--- src/rtl/barrel_pkg.sv ---
// Shared definitions for the barrel rotator sequencer: default sizes and FSM state encoding.
package barrel_pkg;

   localparam int DATA_SIZE_DEF = 8;
   localparam int SEL_W_DEF     = 3;
   localparam int AMT_W_DEF     = 5;

   typedef enum logic [1:0] {
      IDLE  = 2'd0,
      LOAD  = 2'd1,
      SHIFT = 2'd2,
      DONE  = 2'd3
   } state_t;

endpackage

--- src/rtl/barrel_arbiter_seq_if.sv ---
// Command, result and rotator-control bundle between the sequencer and its environment.
interface barrel_arbiter_seq_if #(
   parameter int DATA_SIZE = barrel_pkg::DATA_SIZE_DEF,
   parameter int SEL_W     = barrel_pkg::SEL_W_DEF,
   parameter int AMT_W     = barrel_pkg::AMT_W_DEF
);

   logic                 req0_valid;
   logic                 req0_ready;
   logic [DATA_SIZE-1:0] req0_data;
   logic [AMT_W-1:0]     req0_amt;

   logic                 req1_valid;
   logic                 req1_ready;
   logic [DATA_SIZE-1:0] req1_data;
   logic [AMT_W-1:0]     req1_amt;

   logic                 res_valid;
   logic                 res_ready;
   logic [DATA_SIZE-1:0] res_data;
   logic                 res_id;

   logic                 brl_load;
   logic [SEL_W-1:0]     brl_sel;
   logic [DATA_SIZE-1:0] brl_data_in;
   logic [DATA_SIZE-1:0] brl_data_out;

   modport slave (
      input  req0_valid, req0_data, req0_amt,
      input  req1_valid, req1_data, req1_amt,
      input  res_ready, brl_data_out,
      output req0_ready, req1_ready,
      output res_valid, res_data, res_id,
      output brl_load, brl_sel, brl_data_in
   );

   modport master (
      output req0_valid, req0_data, req0_amt,
      output req1_valid, req1_data, req1_amt,
      output res_ready, brl_data_out,
      input  req0_ready, req1_ready,
      input  res_valid, res_data, res_id,
      input  brl_load, brl_sel, brl_data_in
   );

endinterface

--- src/rtl/rr_arb2.sv ---
// Two-way round-robin grant: a lone requester always wins, on contention the one not granted last wins.
module rr_arb2 (
   input  logic [1:0] valid,
   input  logic       last_grant,
   output logic       grant_valid,
   output logic       grant_id
);

   always_comb begin
      grant_valid = |valid;
      grant_id    = 1'b0;
      case (valid)
         2'b01:   grant_id = 1'b0;
         2'b10:   grant_id = 1'b1;
         2'b11:   grant_id = ~last_grant;
         default: grant_id = 1'b0;
      endcase
   end

endmodule

--- src/rtl/barrel_arbiter_seq.sv ---
// Arbitrates two rotate requesters onto a shared registered rotator, splitting large
// rotate amounts into passes of at most DATA_SIZE-1 positions.
//
// state | meaning
// IDLE  | waiting for a command; grant and capture happen here
// LOAD  | operand loaded into the rotator, remaining amount initialised
// SHIFT | one rotate pass per cycle until the remaining amount is exhausted
// DONE  | result presented until the consumer accepts it
module barrel_arbiter_seq #(
   parameter int DATA_SIZE = barrel_pkg::DATA_SIZE_DEF,
   parameter int SEL_W     = barrel_pkg::SEL_W_DEF,
   parameter int AMT_W     = barrel_pkg::AMT_W_DEF
) (
   input  logic                 clk,
   input  logic                 reset,
   barrel_arbiter_seq_if.slave  bus,
   output logic                 busy
);

   import barrel_pkg::*;

   localparam logic [AMT_W-1:0] MAX_PASS = AMT_W'(DATA_SIZE - 1);

   state_t               state_q;
   state_t               state_d;
   logic                 last_grant_q;
   logic [DATA_SIZE-1:0] op_data_q;
   logic [AMT_W-1:0]     op_amt_q;
   logic                 op_id_q;
   logic [AMT_W-1:0]     rem_q;

   logic                 grant_valid;
   logic                 grant_id;
   logic                 accept;
   logic [AMT_W-1:0]     pass_amt;
   logic [AMT_W-1:0]     rem_after;

   rr_arb2 u_arb (
      .valid       ({bus.req1_valid, bus.req0_valid}),
      .last_grant  (last_grant_q),
      .grant_valid (grant_valid),
      .grant_id    (grant_id)
   );

   assign pass_amt  = (rem_q > MAX_PASS) ? MAX_PASS : rem_q;
   assign rem_after = rem_q - pass_amt;
   assign busy      = (state_q != IDLE);

   always_ff @(posedge clk or posedge reset) begin
      if (reset) begin
         state_q      <= IDLE;
         last_grant_q <= 1'b1;
         op_data_q    <= '0;
         op_amt_q     <= '0;
         op_id_q      <= 1'b0;
         rem_q        <= '0;
      end else begin
         state_q <= state_d;
         if (accept) begin
            op_data_q    <= grant_id ? bus.req1_data : bus.req0_data;
            op_amt_q     <= grant_id ? bus.req1_amt  : bus.req0_amt;
            op_id_q      <= grant_id;
            last_grant_q <= grant_id;
         end
         if (state_q == LOAD) begin
            rem_q <= op_amt_q;
         end else if (state_q == SHIFT) begin
            rem_q <= rem_after;
         end
      end
   end

   always_comb begin
      state_d         = state_q;
      accept          = 1'b0;
      bus.req0_ready  = 1'b0;
      bus.req1_ready  = 1'b0;
      bus.brl_load    = 1'b0;
      bus.brl_sel     = '0;
      bus.brl_data_in = '0;
      bus.res_valid   = 1'b0;
      bus.res_data    = '0;
      bus.res_id      = 1'b0;
      case (state_q)
         IDLE: begin
            // Ready is suppressed during reset so no command is taken while the block is held.
            if (!reset && grant_valid) begin
               accept         = 1'b1;
               bus.req0_ready = ~grant_id;
               bus.req1_ready = grant_id;
               state_d        = LOAD;
            end
         end
         LOAD: begin
            bus.brl_load    = 1'b1;
            bus.brl_data_in = op_data_q;
            state_d         = (op_amt_q != '0) ? SHIFT : DONE;
         end
         SHIFT: begin
            bus.brl_sel = pass_amt[SEL_W-1:0];
            state_d     = (rem_after != '0) ? SHIFT : DONE;
         end
         DONE: begin
            bus.res_valid = 1'b1;
            bus.res_data  = bus.brl_data_out;
            bus.res_id    = op_id_q;
            if (bus.res_ready) begin
               state_d = IDLE;
            end
         end
         default: state_d = IDLE;
      endcase
   end

endmodule
--- src/flat_wrapper.sv ---
// flat-port wrapper written by rule: the top's interface ports become plain ports
module barrel_arbiter_seq_flat import barrel_pkg::*;
#(
   parameter int DATA_SIZE = barrel_pkg::DATA_SIZE_DEF,
   parameter int SEL_W     = barrel_pkg::SEL_W_DEF,
   parameter int AMT_W     = barrel_pkg::AMT_W_DEF
)
  (clk, reset, busy, bus_req0_valid, bus_req0_data, bus_req0_amt, bus_req1_valid, bus_req1_data, bus_req1_amt, bus_res_ready, bus_brl_data_out, bus_req0_ready, bus_req1_ready, bus_res_valid, bus_res_data, bus_res_id, bus_brl_load, bus_brl_sel, bus_brl_data_in);
  barrel_arbiter_seq_if #(.DATA_SIZE(DATA_SIZE), .SEL_W(SEL_W), .AMT_W(AMT_W)) bus_i ();
  input  logic clk;
  input  logic reset;
  output logic busy;
  input wire logic [$bits(bus_i.req0_valid)-1:0] bus_req0_valid;
  input wire logic [$bits(bus_i.req0_data)-1:0] bus_req0_data;
  input wire logic [$bits(bus_i.req0_amt)-1:0] bus_req0_amt;
  input wire logic [$bits(bus_i.req1_valid)-1:0] bus_req1_valid;
  input wire logic [$bits(bus_i.req1_data)-1:0] bus_req1_data;
  input wire logic [$bits(bus_i.req1_amt)-1:0] bus_req1_amt;
  input wire logic [$bits(bus_i.res_ready)-1:0] bus_res_ready;
  input wire logic [$bits(bus_i.brl_data_out)-1:0] bus_brl_data_out;
  output wire logic [$bits(bus_i.req0_ready)-1:0] bus_req0_ready;
  output wire logic [$bits(bus_i.req1_ready)-1:0] bus_req1_ready;
  output wire logic [$bits(bus_i.res_valid)-1:0] bus_res_valid;
  output wire logic [$bits(bus_i.res_data)-1:0] bus_res_data;
  output wire logic [$bits(bus_i.res_id)-1:0] bus_res_id;
  output wire logic [$bits(bus_i.brl_load)-1:0] bus_brl_load;
  output wire logic [$bits(bus_i.brl_sel)-1:0] bus_brl_sel;
  output wire logic [$bits(bus_i.brl_data_in)-1:0] bus_brl_data_in;
  assign bus_i.req0_valid = bus_req0_valid;
  assign bus_i.req0_data = bus_req0_data;
  assign bus_i.req0_amt = bus_req0_amt;
  assign bus_i.req1_valid = bus_req1_valid;
  assign bus_i.req1_data = bus_req1_data;
  assign bus_i.req1_amt = bus_req1_amt;
  assign bus_i.res_ready = bus_res_ready;
  assign bus_i.brl_data_out = bus_brl_data_out;
  assign bus_req0_ready = bus_i.req0_ready;
  assign bus_req1_ready = bus_i.req1_ready;
  assign bus_res_valid = bus_i.res_valid;
  assign bus_res_data = bus_i.res_data;
  assign bus_res_id = bus_i.res_id;
  assign bus_brl_load = bus_i.brl_load;
  assign bus_brl_sel = bus_i.brl_sel;
  assign bus_brl_data_in = bus_i.brl_data_in;
  barrel_arbiter_seq #(.DATA_SIZE(DATA_SIZE), .SEL_W(SEL_W), .AMT_W(AMT_W)) u_core (.clk(clk), .reset(reset), .bus(bus_i), .busy(busy));
endmodule
--- config.mk ---
export PLATFORM = sky130hd
export DESIGN_NAME = barrel_arbiter_seq_flat
export DESIGN_NICKNAME = d
export VERILOG_FILES = /design/src/rtl/barrel_pkg.sv /design/src/rtl/barrel_arbiter_seq_if.sv /design/src/rtl/rr_arb2.sv /design/src/rtl/barrel_arbiter_seq.sv /design/src/flat_wrapper.sv
export SDC_FILE = /design/constraint.sdc
export NUM_CORES = 1
export LEC_CHECK = 0
export BUFFER_PORTS_ARGS = -buffer_cell sky130_fd_sc_hd__buf_2
export CAP_MARGIN = 10
export CORE_MARGIN = 2
export CORE_UTILIZATION = 46
export DETAILED_ROUTE_END_ITERATION = 16
export PLACE_DENSITY = 0.79
export SETUP_SLACK_MARGIN = 0.05
export SLEW_MARGIN = 15
export SYNTH_ARGS = -nofsm -noshare
export SYNTH_HDL_FRONTEND = slang
export SYNTH_HIERARCHICAL = 1
export SYNTH_SLANG_ARGS = --single-unit
export TNS_END_PERCENT = 5
--- constraint.sdc ---
create_clock -name clk -period 2.15 [get_ports clk]
set_input_delay 0.215 -clock clk [delete_from_list [all_inputs] [get_ports clk]]
set_output_delay 0.215 -clock clk [all_outputs]
set_load 0.02 [all_outputs]
# After elaboration in Yosys (flattened, before gate mapping)
# Index checks and enable logic that the tools add are counted.
[word_totals] out_inout_bits=25 memories=0 word_cells=49 ramBits=0 latch_bits=0 in_bits=39 ff_bits=22 rom_bits=0
[classes] bitwise_logic=2 muxes=23 reduce_logical=9 shifts=0 mul=0 magnitude_cmp=1 div=0 eq_ne=7 addsub=1
[ops] op="8-bit two-way mux" count=3
[ops] op="5-bit two-way mux" count=4
[ops] op="1-bit two-way mux" count=11
[ops] op="5-bit nonzero test" count=2
[ops] op="2-bit == test (second input constant)" count=4
[ops] op="2-bit one-hot mux with 4 select lines" count=1
[ops] op="5-bit by 3-bit > comparator with 1-bit output (second input constant)" count=1
[ops] op="5-bit subtractor" count=1
[ops] op="2-bit two-way mux" count=2
[ops] op="2-bit nonzero test" count=2
[ops] op="3-bit two-way mux" count=1
[ops] op="2-bit by 1-bit == test with 1-bit output (second input constant)" count=1
[ops] op="2-bit logical NOT" count=1
[ops] op="2-bit by 1-bit != test with 1-bit output (second input constant)" count=1
[ops] op="2-bit != test (second input constant)" count=1
[ops] op="1-bit inverter" count=2
[ops] op="1-bit one-hot mux with 2 select lines" count=1
[ops] op="2-bit AND reduction" count=1
[ops] op="2-bit OR reduction" count=1
[ops] op="1-bit logical AND" count=1
[ops] op="1-bit logical NOT" count=1

# Logic depth before layout (Yosys ltp)
# Gate-level depths: netlist of run 1.
[depth] word_depth=6 depth_mapped=8 ltp_nobuf=7

# Cells and area by module
# The synthesis of run 1 kept the hierarchy.
[modules_own_cells] module="barrel_arbiter_seq" cells_each=152 area_each_um2=1342.5 seq_area_each_um2=551.8 instances=1
[modules_own_cells] module="rr_arb2" cells_each=2 area_each_um2=13.8 seq_area_each_um2=0.0 instances=1

# Worst setup path after synthesis of run 1
# Ideal clock, no wire load.
[synth_timing] path_type="reg-to-reg" from="reg u_core.rem_q[4]" to="reg u_core.rem_q[2]" path_buffers=1 path_stages_with_launch=8 t_required_ns=2.013 synth_period_minus_slack_ns=1.816 arrival_time_ns=1.679 slack_ns=0.334 setup_ns=0.137 cell_sequence="dfrtp_1 clkbuf_1 nor2_1 or2_2 ha_1 or3_1 a21oi_1 a21oi_1"
[synth_via] elab_chain_len=5
[synth_rtl] element="start, declared" line_no="barrel_arbiter_seq.sv:30" rtl="logic [AMT_W-1:0] rem_q;"
[synth_rtl] element="start signal, assigned" line_no="barrel_arbiter_seq.sv:66" rtl="rem_q <= op_amt_q;"
[synth_rtl] element="start signal, assigned" line_no="barrel_arbiter_seq.sv:68" rtl="rem_q <= rem_after;"
[synth_rtl] element="5-bit by 3-bit > comparator with 1-bit output" line_no="barrel_arbiter_seq.sv:45" rtl="assign pass_amt = (rem_q > MAX_PASS) ? MAX_PASS : rem_q;"
[synth_rtl] element="5-bit two-way mux" line_no="barrel_arbiter_seq.sv:45"
[synth_rtl] element="5-bit subtractor" line_no="barrel_arbiter_seq.sv:46" rtl="assign rem_after = rem_q - pass_amt;"
[synth_rtl] element="5-bit two-way mux" line_no="barrel_arbiter_seq.sv:67" rtl="end else if (state_q == SHIFT) begin"
[synth_rtl] element="5-bit two-way mux" line_no="barrel_arbiter_seq.sv:65" rtl="if (state_q == LOAD) begin"
# No other way between the ends. The select of a mux whose other input is x is not followed.
# A chain may end at the register's enable or synchronous reset.

# Worst setup path in the final report of run 1
[layout_timing] from="reg u_core.rem_q[4]" to="reg u_core.rem_q[4]"
[layout_via] elab_chain_len=5
[layout_rtl] element="5-bit by 3-bit > comparator with 1-bit output" line_no="barrel_arbiter_seq.sv:45"
[layout_rtl] element="5-bit two-way mux" line_no="barrel_arbiter_seq.sv:45"
[layout_rtl] element="5-bit subtractor *" line_no="barrel_arbiter_seq.sv:46"
[layout_rtl] element="5-bit two-way mux *" line_no="barrel_arbiter_seq.sv:67"
[layout_rtl] element="5-bit two-way mux *" line_no="barrel_arbiter_seq.sv:65"
# Every way passes the cells marked *; elsewhere a longest branch is shown, timed or not. The select of a mux whose other input is x is not followed.

==> summary.md, run 1 <==
| Metric | Value |
|---|---|
| Layer with the highest usage | `met2` |
| Max Clock Skew | `around 6.8 ps` |
| Cell Rows | `19` |
| Post-Route WL | `around 2800 um` |
| I/O Buffers | `between 60 and 70` |
| Final Non-Filler Cells | `around 250` |
| RSZ-0062 raised after global routing | `no` |
| Pins Over Slew Limit | `0` |
| Hold Vio Cnt, Final | `0` |
| Final GP Congestion | `between 0.8 and 0.9` |
| Outcome | `finished clean` |
| Largest net degree at the start of global routing | `29` |
| Mean Syn Cell Area | `between 8 and 9 sq um` |
| Placed cells | `244` |
| Buffer count from post-CTS setup fixing | `0` |
| Clk Latency, worst-skew pair | `300 ps` |
| Power Density | `around 1300 nW/um^2` |
| Worst setup SP type | `register` |
| Starting DRT DRC Count | `17` |
| Worst-Margin Slew | `between 300 and 400 ps` |
| CTS root buffer | `clkbuf_4` |
| Cell Area, Synth | `roughly 1400 sq um` |
| Worst EP required | `roughly 2400 ps` |
| # H-tree levels | `1` |
| Antenna violations before repair | `0` |
| Mapped Cells | `154` |
| Critical-path maximum fanout | `8` |
| Static leakage | `0.9691 nW` |
| Yosys cell types | `29` |
| Post-synthesis register bit count | `22` |
| Design Power | `0.002303 W` |
| Antenna diodes | `0` |
| Fin nets | `about 260` |
| Resize count post-CTS | `0` |
| Layout cells sized above 1 | `34.86%` |
| GRT Util Overall | `between 10% and 20%` |
| Wire length per cell | `11.36 um` |
| Max-cap violations | `0` |
| Yosys top cell area share | `just under 40%` |
| Worst Path Arrival | `about 2100 ps` |
| Initial Utilization | `between 40 and 50%` |
| Syn Nets | `approximately 200` |
| Die width | `roughly 58 um` |
| Fmax | `537.5 MHz` |
| Fin util | `a little over three fifths` |
| Crit. End Element | `register` |
| Number of global-route vias before repair | `around 1.2k` |
| Setup TNS | `0 ps` |
| Sequential-to-total area share from yosys stat | `40.68%` |
| CTS Buffer Depth | `2` |
| CTS tree | `yes` |
| Leading area contributor after synthesis | `dfrtp_1` |
| Num CTS Buffers | `3` |
| DR DRC count | `0` |
| Die area | `3399 sq um` |
| Layout Area Growth over Synthesis | `29.80%` |
| DR pass1 iterations | `4` |
| Post-route ant nets | `0` |
| First-pass GRT wire length | `approximately 4900 um` |
| Met1 Use GR | `21.52%` |
| Hold Slack | `approximately 180 ps` |
| Vias | `1254` |
| Min Tclk post-route | `~1900 ps` |
| I/O Pins | `64` |
| Maximum VDD drop | `0.8349 mV` |
| Final period utilization | `~87%` |
| Drt via density | `roughly 5.0` |
| CTS Hold Bufs | `1` |
| Worst slew margin | `between 70 and 80%` |
| Met2 track demand over resource | `34.67%` |
| Final setup viols | `0` |
| Synth area leaders | `dfrtp_1 39%, mux2i_1 11%, and2_1 7.8%` |
| Setup CP Type | `register to register` |
| Core ar. | `between 2000 and 3000 sq um` |
| YS warnings | `6` |
| Die height | `between 50 and 60 um` |
| Worst-path clk slew | `about 120 ps` |
| Grt met3 use | `2.418%` |
| Hold Crit Class | `input port to register` |
| Detailed Place HPWL | `between 2000 and 2500 um` |
| Clock sink count | `22` |
| GR Overflow Total | `0` |
[per-layer routing]
layer | up-vias | share of wire (%)
met5 | - | 0
met4 | 0 | 0.95
met3 | 2 | 5.5
met2 | 42 | 51
met1 | 558 | 42
li1 | 652 | -
[cell usage after synthesis]
cell type and instances:
buf_2 3, o211ai_1 3, a21oi_1 8, nand4_1 1, nor3_1 2, a31oi_1 1, o21ai_0 17, or4_1 1
nand2b_1 2, nor2b_1 2, or2_1 1, or3_1 3, or2_2 2, nand2_1 18, inv_1 8, clkbuf_1 6
a21boi_1 1, dfrtp_1 21, o2111ai_1 1, nand3_1 2, nor2_1 6, ha_1 6, mux2i_1 15, a21o_1 1
dfstp_2 1, xnor2_1 1, and2_1 17, and3_1 1, o31a_1 3
[layout by cell type (no fill, tap or decap)]
master / n
or2_2: 2
mux2i_1: 15
or4_1: 1
nand2_1: 18
nand2b_1: 2
nand3_1: 2
and2_1: 17
buf_2: 63
o21ai_0: 17
nor2b_1: 2
dfstp_2: 1
buf_4: 5
a21o_1: 1
a21oi_1: 8
dlygate4sd3_1: 1
dfrtp_1: 21
and3_1: 1
nand4_1: 1
clkbuf_8: 1
o31a_1: 3
nor3_1: 2
clkbuf_4: 3
inv_1: 8
a21boi_2: 1
o2111ai_1: 1
or2_1: 1
nor2_1: 6
or3_1: 3
ha_1: 6
xnor2_1: 1
o211ai_1: 3
a31oi_1: 1
[critical path, cell delays in order, from the launching register on]
cell      delay [ps]
dfrtp_1          490
nor2_1           120
or2_2            300
ha_1             260
or3_1            320
o211ai_1         100
o211ai_1         100
o21ai_0          100
[cell families after synthesis]
kind of cell	synth area share [%]
muxes	11.07
AOI/OAI and AO/OA	15.04
buffers and inverters	4.981
DFF	40.68
and+or+nand+nor	22.05
xor gates and xnor gates	0.6459
adders and majority gates	5.535
[stage by stage]
| stage | worst slack (ps) | instance area, sq um |
|---|---|---|
| after global routing | 153.7 | 1760 |
| after floorplan | 334.2 | 1356 |
| after CTS | 287.7 | 1760 |
| final | 289.4 | 1760 |
| after detailed placement | 319.2 | 1714 |
| after global placement | 364.6 | 1714 |
[registers in the layout, indices dropped and copies added (netlist names)]
signal and count:
u_core/op_data_q 8, u_core/rem_q 5, u_core/op_id_q 1, u_core/op_amt_q 5, u_core/state_q 2, u_core/last_grant_q 1
[worst paths after layout]
kind / cells after the start / endpoint / slack (ps) / from
max: 7 / u_core/rem_q[4] / 290 / u_core/rem_q[4]
min: 3 / u_core/op_data_q[4] / 180 / bus_req0_data[4]
max reg2reg: 7 / u_core/rem_q[4] / 290 / u_core/rem_q[4]
min reg2reg: 2 / u_core/last_grant_q / 490 / u_core/last_grant_q
max in group asynchronous: 4 / u_core/rem_q[3] / 1260 / reset
min in group asynchronous: 3 / u_core/op_data_q[3] / 380 / reset
[power breakdown]
part	switching [W]	total, W	internal, W
logic	0.000750	0.00130	0.000555
clock network	0.000120	0.000223	0.000103
registers	0.000152	0.000774	0.000622
[cell type report]
class	count	area, sq um
Sequential cell	22	551.8
Multi-Input combinational cell	115	740.7
Inverter	8	30.03
Timing Repair Buffer	69	362.8
Tap cell	31	38.79
Fill cell	253	1021
Clock buffer	4	36.28
(Power assumes the default switching activity.)
==> run 2: changes to the inputs <==
==> constraint.sdc (replaced) <==
create_clock -name clk -period 2.15 [get_ports clk]
set_input_delay 0.215 -clock clk [delete_from_list [all_inputs] [get_ports clk]]
set_output_delay 0.215 -clock clk [all_outputs]
set_load 0.05 [all_outputs]
==> summary.md, run 2 (synthesized netlist as in run 1, its figures left out) <==
| Metric | Value |
|---|---|
| Fmax | `between 500 and 600 MHz` |
| Slowest cell on the critical path | `dfrtp_1` |
| I/O Pins | `64` |
| CTS root buffer | `clkbuf_4` |
| First-pass GRT wire length | `5188 um` |
| DR pass1 iterations | `4` |
| Max FFs per register | `8` |
| Crit. End Element | `register` |
| Top Registers | `u_core/op_data_q: 8 flops, u_core/op_amt_q: 5 flops, u_core/rem_q: 5 flops` |
| Max-cap violations | `0` |
| Worst Path Arrival | `approximately 2100 ps` |
| Starting DRT DRC Count | `20` |
| Worst setup margin | `267.4 ps` |
| Critical-path maximum fanout | `8` |
| CP max stage delay | `490 ps` |
| CP cell instances | `nor2_1, or2_2, ha_1, or3_1, o211ai_1, o211ai_1, o21ai_0` |
| Worst-Margin Slew | `between 300 and 400 ps` |
| Setup CP Type | `register to register` |
| Power Density | `1532 nW/um^2` |
| Final setup viols | `0` |
| Antenna violations before repair | `0` |
| Outcome | `finished clean` |
| I/O Buffers | `between 60 and 70` |
| Pins Over Slew Limit | `0` |
| Initial Utilization | `between 40% and 50%` |
| GRT Util Overall | `around 20%` |
| CTS tree | `yes` |
| Maximum VDD drop | `0.9622 mV` |
| Worst slew margin | `roughly four fifths` |
| Final Non-Filler Cells | `249` |
| Number of global-route vias before repair | `1238` |
| Largest net degree at the start of global routing | `29` |
| Layout cells sized above 1 | `a little over a third` |
| Die area | `between 3000 and 4000 sq um` |
| Clk Latency, worst-skew pair | `300 ps` |
| Worst-path clk slew | `~130 ps` |
| Worst setup SP type | `register` |
| CTS Buffer Depth | `2` |
| DR DRC count | `0` |
| Worst EP required | `2380 ps` |
| Largest register by flop count | `u_core/op_data_q` |
| Setup TNS | `0 ps` |
| Placed cells | `between 200 and 250` |
| # H-tree levels | `1` |
| CP dominant cell by count | `o211ai_1` |
| Fin nets | `around 260` |
| Post-route ant nets | `0` |
| Hold Vio Cnt, Final | `0` |
| Commonest non-fill, non-tap cell in the layout | `buf_2` |
| Wire length per cell | `~12 um` |
| Die width | `58.30 um` |
| Cell Rows | `19` |
| Most frequent cells in the layout | `63 x buf_2, 21 x dfrtp_1, 18 x nand2_1` |
| Vias | `1278` |
| Clock sink count | `22` |
| Hold Slack | `approximately 180 ps` |
| Final period utilization | `87.56%` |
| Drt via density | `between 5 and 6` |
| Hold Crit Class | `input port to register` |
| Antenna diodes | `0` |
| Static leakage | `between 0.9 and 1 nW` |
| Layout Area Growth over Synthesis | `31.18%` |
| Detailed Place HPWL | `between 2000 and 2500 um` |
| GR Overflow Total | `0` |
| RSZ-0062 raised after global routing | `no` |
| Die height | `58.30 um` |
| Resize count post-CTS | `0` |
| Num CTS Buffers | `3` |
| Core ar. | `between 2000 and 3000 sq um` |
| Post-Route WL | `approximately 3000 um` |
| Final GP Congestion | `between 0.8 and 0.9` |
| Max Clock Skew | `9.718 ps` |
| Place WS | `around 310 ps` |
| Min Tclk post-route | `around 1900 ps` |
==> run 2: final cells by class <==
cell class                      instances  area (sq um)
Sequential cell                        22         551.8
Tap cell                               31         38.79
Timing Repair Buffer                   69         362.8
Inverter                                8         30.03
Multi-Input combinational cell        115         743.2
Clock buffer                            3         22.52
Fill cell                             247          1002
Clock inverter                          1         30.03
==> run 2: final timing paths <==
check | startpoint | to | slack, ps | cells after the start
worst max-delay path | u_core/rem_q[4] | u_core/rem_q[4] | 270 | 7
worst min-delay path | bus_req0_data[3] | u_core/op_data_q[3] | 180 | 3
worst max register to register | u_core/rem_q[4] | u_core/rem_q[4] | 270 | 7
worst min register to register | u_core/last_grant_q | u_core/last_grant_q | 480 | 2
max in group asynchronous | reset | u_core/last_grant_q | 1220 | 4
min in group asynchronous | reset | u_core/op_data_q[2] | 380 | 3
==> run 2: where the power goes <==
group          internal (W)  switching (W)  total (W)
logic              0.000558        0.00108    0.00164
clock network      0.000188       0.000123   0.000311
registers          0.000622       0.000150   0.000772
==> run 2: layer usage <==
metal | GRT usage [%] | vias to the layer above | wire, um
met4 | 7.973 | 0 | 34
met3 | 2.198 | 2 | 195
li1 | - | 652 | -
met5 | 0 | - | 0
met1 | 23.68 | 572 | 1189
met2 | 36.60 | 52 | 1540
==> run 2: stage by stage <==
step	total power [W]	cell area, sq um	util (%)
global route	0.002984	1779	63.97
CTS	0.002749	1779	63.97
finish	0.002726	1779	63.97
global placement	0.002389	1717	61.72
detailed placement	0.002432	1717	61.72
floorplan	0.002059	1359	-
==> run 2: critical path: cells and delay by family, from the launching register on <==
family                     cells  cell delay [ps]
AOI/OAI and AO/OA              3              300
and+or+nand+nor                3              770
adders and majority gates      1              260
DFF                            1              490
==> run 2: what timing repair did <==
item | in CTS | in global routing
hold buffers | 1 | 0
setup buffers | 0 | 0
endpoints found under the hold margin | 4 | 0
